--- src/rtl/packet_framer_pkg.sv ---
// Shared types and reset constants for the Avalon-ST packet framer.
package packet_framer_pkg;

  typedef enum logic [4:0] {
    ST_IDLE      = 5'b00001,
    ST_SEND_SOP  = 5'b00010,
    ST_ACCEPT    = 5'b00100,
    ST_SEND_DATA = 5'b01000,
    ST_SEND_EOP  = 5'b10000
  } state_e;

  localparam state_e      STATE_RST      = ST_IDLE;
  localparam int unsigned PKT_CNT_W      = 16;
  localparam logic [15:0] PKT_CNT_RST    = 16'd0;

endpackage

--- src/rtl/packet_framer_avalon_st.sv ---
// Frames an undelimited stream into SOP / LENGTH data beats / EOP packets,
// with early close via flush and a software-visible length register.
module packet_framer_avalon_st
  import packet_framer_pkg::*;
#(
  parameter int unsigned WIDTH          = 8,
  parameter int unsigned LEN_WIDTH      = 8,
  parameter int unsigned DEFAULT_LENGTH = 4,
  parameter int unsigned SOP_VALUE      = 0,
  parameter int unsigned EOP_VALUE      = 0
) (
  input  logic                 clock,
  input  logic                 reset_n,
  output logic                 in_ready,
  input  logic                 in_valid,
  input  logic [WIDTH-1:0]     in_data,
  input  logic                 out_ready,
  output logic                 out_valid,
  output logic                 out_startofpacket,
  output logic                 out_endofpacket,
  output logic [WIDTH-1:0]     out_data,
  input  logic                 flush,
  input  logic                 length_write,
  input  logic [LEN_WIDTH-1:0] length_writedata,
  input  logic                 length_read,
  output logic [LEN_WIDTH-1:0] length_readdata,
  output logic                 in_packet,
  output logic [15:0]          packet_count
);

  state_e                 state_r;
  state_e                 state_nxt_s;
  logic                   capture_s;
  logic [LEN_WIDTH-1:0]   length_r;
  logic [LEN_WIDTH-1:0]   snap_r;
  logic [LEN_WIDTH-1:0]   cnt_r;
  logic                   in_ready_r;
  logic                   out_valid_r;
  logic                   sop_r;
  logic                   eop_r;
  logic [WIDTH-1:0]       out_data_r;
  logic                   in_packet_r;
  logic [PKT_CNT_W-1:0]   pkt_cnt_r;

  assign in_ready          = in_ready_r;
  assign out_valid         = out_valid_r;
  assign out_startofpacket = sop_r;
  assign out_endofpacket   = eop_r;
  assign out_data          = out_data_r;
  assign in_packet         = in_packet_r;
  assign packet_count      = pkt_cnt_r;
  assign length_readdata   = length_read ? length_r : {LEN_WIDTH{1'b0}};

  // Next-state decode; any non-one-hot encoding falls back to IDLE.
  always_comb begin
    state_nxt_s = state_r;
    capture_s   = 1'b0;
    case (state_r)
      ST_IDLE: begin
        if (in_valid) state_nxt_s = ST_SEND_SOP;
        else          state_nxt_s = ST_IDLE;
      end
      ST_SEND_SOP: begin
        if (out_ready) state_nxt_s = ST_ACCEPT;
        else           state_nxt_s = ST_SEND_SOP;
      end
      ST_ACCEPT: begin
        if (flush) begin
          state_nxt_s = ST_SEND_EOP;
        end else if (in_valid) begin
          state_nxt_s = ST_SEND_DATA;
          capture_s   = 1'b1;
        end else begin
          state_nxt_s = ST_ACCEPT;
        end
      end
      ST_SEND_DATA: begin
        if (out_ready) state_nxt_s = (cnt_r == snap_r) ? ST_SEND_EOP : ST_ACCEPT;
        else           state_nxt_s = ST_SEND_DATA;
      end
      ST_SEND_EOP: begin
        if (out_ready) state_nxt_s = ST_IDLE;
        else           state_nxt_s = ST_SEND_EOP;
      end
      default: state_nxt_s = ST_IDLE;
    endcase
  end

  // State, counters, length register and outputs registered from the next state.
  always_ff @(posedge clock or negedge reset_n) begin
    if (!reset_n) begin
      state_r     <= STATE_RST;
      length_r    <= LEN_WIDTH'(DEFAULT_LENGTH);
      snap_r      <= LEN_WIDTH'(DEFAULT_LENGTH);
      cnt_r       <= {LEN_WIDTH{1'b0}};
      pkt_cnt_r   <= PKT_CNT_RST;
      in_ready_r  <= 1'b0;
      out_valid_r <= 1'b0;
      sop_r       <= 1'b0;
      eop_r       <= 1'b0;
      out_data_r  <= {WIDTH{1'b0}};
      in_packet_r <= 1'b0;
    end else begin
      state_r <= state_nxt_s;
      if (state_r == ST_IDLE && in_valid) begin
        snap_r <= length_r;
        cnt_r  <= {LEN_WIDTH{1'b0}};
      end else if (capture_s) begin
        cnt_r  <= cnt_r + LEN_WIDTH'(1'b1);
      end
      if (length_write && (length_writedata != {LEN_WIDTH{1'b0}})) begin
        length_r <= length_writedata;
      end
      if (state_r == ST_SEND_EOP && out_ready) begin
        pkt_cnt_r <= pkt_cnt_r + 16'd1;
      end
      in_ready_r  <= 1'b0;
      out_valid_r <= 1'b0;
      sop_r       <= 1'b0;
      eop_r       <= 1'b0;
      out_data_r  <= {WIDTH{1'b0}};
      in_packet_r <= 1'b1;
      case (state_nxt_s)
        ST_SEND_SOP: begin
          out_valid_r <= 1'b1;
          sop_r       <= 1'b1;
          out_data_r  <= WIDTH'(SOP_VALUE);
        end
        ST_ACCEPT: begin
          in_ready_r <= 1'b1;
        end
        // Hold the captured word across back-pressure.
        ST_SEND_DATA: begin
          out_valid_r <= 1'b1;
          out_data_r  <= capture_s ? in_data : out_data_r;
        end
        ST_SEND_EOP: begin
          out_valid_r <= 1'b1;
          eop_r       <= 1'b1;
          out_data_r  <= WIDTH'(EOP_VALUE);
        end
        default: begin
          in_packet_r <= 1'b0;
        end
      endcase
    end
  end

endmodule
--- config.mk ---
export PLATFORM = sky130hd
export DESIGN_NAME = packet_framer_avalon_st
export DESIGN_NICKNAME = d
export VERILOG_FILES = /design/src/rtl/packet_framer_pkg.sv /design/src/rtl/packet_framer_avalon_st.sv
export SDC_FILE = /design/constraint.sdc
export NUM_CORES = 1
export LEC_CHECK = 0
export CAP_MARGIN = 20
export CORE_MARGIN = 1
export CORE_UTILIZATION = 47
export CTS_BUF_LIST = sky130_fd_sc_hd__clkbuf_8
export CTS_CLUSTER_DIAMETER = 120
export DETAILED_ROUTE_END_ITERATION = 7
export GPL_TIMING_DRIVEN = 1
export HOLD_SLACK_MARGIN = 0.02
export MAX_ROUTING_LAYER = met4
export PLACE_DENSITY = 0.78
export SYNTH_ARGS = -nofsm -noshare
export SYNTH_HDL_FRONTEND = slang
export SYNTH_SLANG_ARGS = --single-unit
--- constraint.sdc ---
create_clock -name clock -period 1.7 [get_ports clock]
set_input_delay 0.34 -clock clock [delete_from_list [all_inputs] [get_ports clock]]
set_output_delay 0.34 -clock clock [all_outputs]
set_load 0.05 [all_outputs]
==> summary.txt, run 1 <==
Status -> complete, but fails checks
Failing checks -> negative setup slack
Pleak -> 1.98 nW
YS warnings -> 0
Worst slack at placement -> -0.357 ns
CP arrival -> 1.98 ns
Chip width -> 78.3 um
PnR worst setup slack -> -0.0645 ns
Detailed Route WL -> 7.20 mm
Layout cell share with drive strength beyond 1 -> 39.1%
R2R depth -> 5
Largest net degree at the start of global routing -> 22
Initial antenna violation count -> 0
Sequential share of the synthesized area -> 53.2%
Max-slew headroom -> 60.6%
CP Max Fanout -> 7
Max-Cap Viols -> 0
Layout net count -> 394
Number of iterations in the first detailed-routing pass -> 4
Max Freq -> 567 MHz
Worst path cell trace -> or4_4, nor4_4, buf_4, nand4_1, xnor2_1
Worst r2r dst -> packet_count[9]
Reg-to-Reg Start -> state_r[2]
Final Util -> 74.7%
Rows -> 27
Grt ovf -> 0
CTS max path bufs -> 2
Syn avg cell area -> 10.6 um2
Commonest non-fill, non-tap cell in the layout -> buf_4
Min Tclk post-route -> 1.76 ns
Hold-fix buffer count after cts -> 0
Inserted Diodes -> 0
Post-route clock period utilization -> 104%
Slowest cell on crit path -> or4_4
Final setup viols -> 10
Area occupied by registers -> 0.00146 mm2
Clk slew on worst S/H paths -> 0.07 ns
Final RePlAce weighted congestion -> 0.869
Power Density -> 1140 mW/mm2
Post-synth ARST share -> 100%
Area occupied by multi-input gates -> 0.00132 mm2
Initial Util -> 49.1%
Slew @ Worst Pin -> 0.592 ns
Core outline area -> 0.00557 mm2
Remaining DRCs -> 0
Top_reg_cell synth -> dfrtp_1
Die ar. -> 0.00613 mm2
Via density -> 5.33
Area delta synth->final -> 52.3%
Vias in the first global route -> 2390
Flop-to-flop setup slack -> -0.06 ns
End of the critical path -> packet_count[9]
First-pass GRT wire length -> 11.4 mm
Setup Skew -> 0.00662 ns
Most frequent cells in the layout -> buf_4, dfrtp_1, nand2_1, clkdlybuf4s50_1, xor2_1
Slew Viols, Final -> 0
Filler instances -> 371
Worst EP required -> 1.91 ns
Cell count after synthesis -> 257
H-tree Lvls -> 3
Distinct cell type count after synthesis -> 44
Hold Vio Cnt, Final -> 0
Number of synthesized flops with an enable pin -> 0
Crit-path max cell delay -> 0.55 ns
CP Launch Type -> flip-flop
Vias -> 2370
Unrepaired setup endpoints after global routing -> yes
Root Driver -> clkbuf_8
Setup CP Type -> flip-flop to flip-flop
DP HPWL -> 4.91 mm
Crit. End Element -> flip-flop
TritonCTS Buffers -> 9
Clk_lat worst skew -> 0.32 ns
CTS tree -> yes
Avg WL per Cell -> 16.2 um
DRT iter0 DRCs -> 103
I/O Buffers -> 59
Final total power -> 4.74 mW
Maximum vdd drop -> 914 uV
Syn nets -> 282
WHS -> 0.0187 ns
Chip Height -> 78.3 um
Hold Crit Class -> primary input to async pin
Synth Register Bits -> 58
GRT Overall Usage -> 25.2%
Clock sinks -> 58
IO Pins -> 60
Mapped Area -> 0.00274 mm2
Detail Route Antenna Nets -> 0
Critical path origin -> state_r[2]
-- layer usage --
layer	global-route usage, %	vias to the layer above	part of all wire (%)
met5	-	-	0
met4	12.2	0	2.7
met3	2.91	16	2.7
met2	39.9	56	51
met1	32.5	1182	43
li1	-	1116	-
-- synthesized netlist by cell type, types with 3 or more instances --
cell	number	share of area [%]
dfrtp_1	55	50
clkbuf_1	4	0.55
inv_1	3	0.41
a21oi_1	14	2.6
o21ai_0	4	0.73
xnor2_1	12	3.8
or3_1	3	0.69
mux2_2	9	3.7
and2_1	9	2.1
buf_4	3	0.82
nand2_1	50	6.9
dfstp_2	3	2.9
nand4_1	6	1.4
buf_6	3	1.2
or4_1	3	0.82
xor2_1	15	4.8
nor3_1	3	0.55
nand3_1	10	1.8
nor4_1	5	1.1
and3_1	4	0.91
nor2_1	9	1.2
-- worst max-delay path: cells and delay by family (launching register included) --
kind	cells	cell delay, ns
flip-flops	1	0.47
AND/OR/NAND/NOR	3	0.85
XOR/XNOR	1	0.15
buffers and inverters	1	0.19
-- sequential cells by signal, summed over array words and instances (netlist names) --
register / flops
snap_r: 8
state_r: 5
cnt_r: 8
out_valid: 1
in_ready: 1
packet_count: 16
out_endofpacket: 1
in_packet: 1
out_startofpacket: 1
out_data: 8
length_r: 8
-- how the worst min path moves through the flow --
stage	to	start	slack (ns)	cells after the start
finish	in_packet	reset_n	0.02	1
global route	in_packet	reset_n	0.05	1
CTS	out_startofpacket	reset_n	0.02	1
detailed placement	in_packet	reset_n	0.36	1
global placement	in_packet	reset_n	0.36	1
floorplan	cnt_r[0]	reset_n	0.04	0
-- where the power goes --
group | internal [mW] | leakage [nW] | switching (mW)
sequential | 1.59 | 0.760 | 0.158
combinational | 0.867 | 1.11 | 0.837
clock | 0.781 | 0.110 | 0.507
-- stage by stage --
stage                     cell area, um2  cells  TNS [ns]
after floorplan                     2760    257   -0.0583
final                               4170    445    -0.327
after global routing                4170    445    -0.999
after detailed placement            3710    417     -7.71
after global placement              3710    417     -6.07
after CTS                           3980    436   -0.0792
-- kinds of logic after synthesis --
family	synth area share [%]
compound gates	7.23
fa+ha+maj	0.915
flops	53.2
simple gates	23.1
mux	3.71
xor+xnor	8.65
buf+inv	3.20
-- layout make-up --
cell class / instances / share of cell area (%)
Sequential cell: 58 / 35.0
Multi-Input combinational cell: 185 / 31.7
Timing Repair Buffer: 112 / 25.9
Clock buffer: 12 / 3.97
Tap cell: 72 / 2.16
Clock inverter: 3 / 0.931
Inverter: 3 / 0.270
-- what timing repair did --
item | 4_1_cts | 5_1_grt
setup buffers | 4 | 9
endpoints found under the setup margin | 20 | 35
pin swaps | 7 | 16
gates resized for setup | 6 | 29
Note: power is estimated with default switching activity, not from simulation.
==> run 2: changes to the inputs <==
--- a/config.mk
+++ b/config.mk
@@ -14,7 +14,7 @@
 export GPL_TIMING_DRIVEN = 1
 export HOLD_SLACK_MARGIN = 0.02
 export MAX_ROUTING_LAYER = met4
-export PLACE_DENSITY = 0.78
+export PLACE_DENSITY = 0.75
 export SYNTH_ARGS = -nofsm -noshare
 export SYNTH_HDL_FRONTEND = slang
 export SYNTH_SLANG_ARGS = --single-unit
==> run 2 against run 1 <==
Net effect: the flow still finishes with violations (negative setup slack); power is 2.7% lower; fmax is 3.0% higher; sequential share of layout area is 1.3 points higher; register-to-register slack better by 0.05 ns; via count is 3.4% lower; largest power group unchanged.
==> summary.txt, run 2 (synthesis results as in run 1) <==
Status -> complete, but fails checks
Failing checks -> negative setup slack
Max-slew headroom -> 72.4%
Chip Height -> 78.3 um
Detail Route Antenna Nets -> 0
Final Cell Area -> 0.00402 mm2
Clk_lat worst skew -> 0.33 ns
Area occupied by multi-input gates -> 0.00126 mm2
First-pass GRT wire length -> 10.5 mm
Worst slack at placement -> -0.303 ns
Worst EP required -> 1.94 ns
Rows -> 27
Grt ovf -> 0
Max reg flops -> 16
GRT Overall Usage -> 23.1%
Unrepaired setup endpoints after global routing -> yes
Detailed Route WL -> 6.27 mm
Max Freq -> 584 MHz
Maximum vdd drop -> 746 uV
Chip width -> 78.3 um
Filler instances -> 426
Die ar. -> 0.00613 mm2
Hold Crit Class -> primary input to async pin
Root Driver -> clkbuf_8
Setup Skew -> 0.00880 ns
Fin cells -> 437
Power Density -> 1150 mW/mm2
H-tree Lvls -> 3
Clk slew on worst S/H paths -> 0.07 ns
TritonCTS Buffers -> 9
I/O Buffers -> 59
Via density -> 5.24
CP arrival -> 1.96 ns
DP HPWL -> 4.51 mm
Final setup viols -> 1
Vias -> 2290
DRT iter0 DRCs -> 98
Slew Viols, Final -> 0
IO Pins -> 60
Placement Cell Area -> 0.00368 mm2
Inserted Diodes -> 0
Commonest non-fill, non-tap cell in the layout -> buf_4
Min Tclk post-route -> 1.71 ns
Initial Util -> 49.1%
Area delta synth->final -> 47.0%
Slew @ Worst Pin -> 0.409 ns
Layout cell share with drive strength beyond 1 -> 36.2%
CP Max Fanout -> 6
Remaining DRCs -> 0
Area occupied by registers -> 0.00146 mm2
Setup CP Type -> flip-flop to flip-flop
Pleak -> 1.91 nW
Final Util -> 72.1%
CP Launch Type -> flip-flop
Number of iterations in the first detailed-routing pass -> 4
Initial antenna violation count -> 0
Hold Vio Cnt, Final -> 0
Avg WL per Cell -> 14.3 um
Clock sinks -> 58
Core outline area -> 0.00557 mm2
Placed insts -> 414
Largest net degree at the start of global routing -> 46
Most frequent cells in the layout -> buf_4, dfrtp_1, nand2_1, clkdlybuf4s50_1, xor2_1
Post-route clock period utilization -> 101%
CTS tree -> yes
Final RePlAce weighted congestion -> 0.900
Layout net count -> 385
CTS max path bufs -> 2
Max-Cap Viols -> 0
Vias in the first global route -> 2232
Final total power -> 4.61 mW
Crit. End Element -> flip-flop
PnR worst setup slack -> -0.0135 ns
[run 2: changes by cell type in the layout (fill, tap and decap cells not counted), sizes merged]
cell and change:
clkinvlp +1, bufinv +1, clkinv +1, dlygate4sd3 +1, buf -10, clkbuf -2
[run 2: final cells by class]
type / instances / area share (%)
sequential: 58 / 36.4
multi-input combinational: 185 / 31.4
timing repair buffer: 103 / 24.3
clock buffer: 10 / 3.42
tap: 72 / 2.24
clock inverter: 6 / 2.02
inverter: 3 / 0.280
[run 2: report_power, final]
part	switching [mW]	total [mW]	leakage, nW	internal [mW]
combinational	0.750	1.49	1.04	0.737
sequential	0.146	1.74	0.756	1.59
clock	0.534	1.39	0.113	0.855
total	1.43	4.61	1.91	3.19
[run 2: critical path: stages, from the launching register on]
cell     delay, ns
dfstp_2       0.42
or4_4         0.57
nor3_4        0.25
and3_1        0.21
xor2_1        0.18
[run 2: what timing repair did]
item,in CTS,in global routing
buffers inserted,2,4
pin swaps,2,5
hold buffers,1,0
resized for setup,2,15
setup endpoints to repair,11,32
endpoints found under the hold margin,13,0
[run 2: worst paths after layout]
kind | from | to | slack (ns) | cells past startpoint
max | state_r[0] | packet_count[8] | -0.01 | 4
min | reset_n | length_r[6] | 0.43 | 2
max reg2reg | state_r[0] | packet_count[8] | -0.01 | 4
min reg2reg | length_r[2] | length_r[2] | 0.47 | 2
max in group asynchronous | reset_n | snap_r[2] | 0.65 | 3
min in group clock | length_r[2] | length_r[2] | 0.47 | 2
[run 2: metrics by stage]
step	hold WS (ns)	setup TNS [ns]
6_report	0.432	-0.0135
5_1_grt	0.447	-0.771
4_1_cts	0.428	-0.0489
3_5_place_dp	0.261	-6.87
3_3_place_gp	0.257	-5.50
2_1_floorplan	0.0444	-0.0583
[run 2: metal layers]
layer	global-route usage, %	vias up	wire length [um]
met5	-	-	0
met2	35.3	53	3090
li1	-	1102	-
met4	13.5	0	170
met3	3.26	14	166
met1	29.6	1121	2840
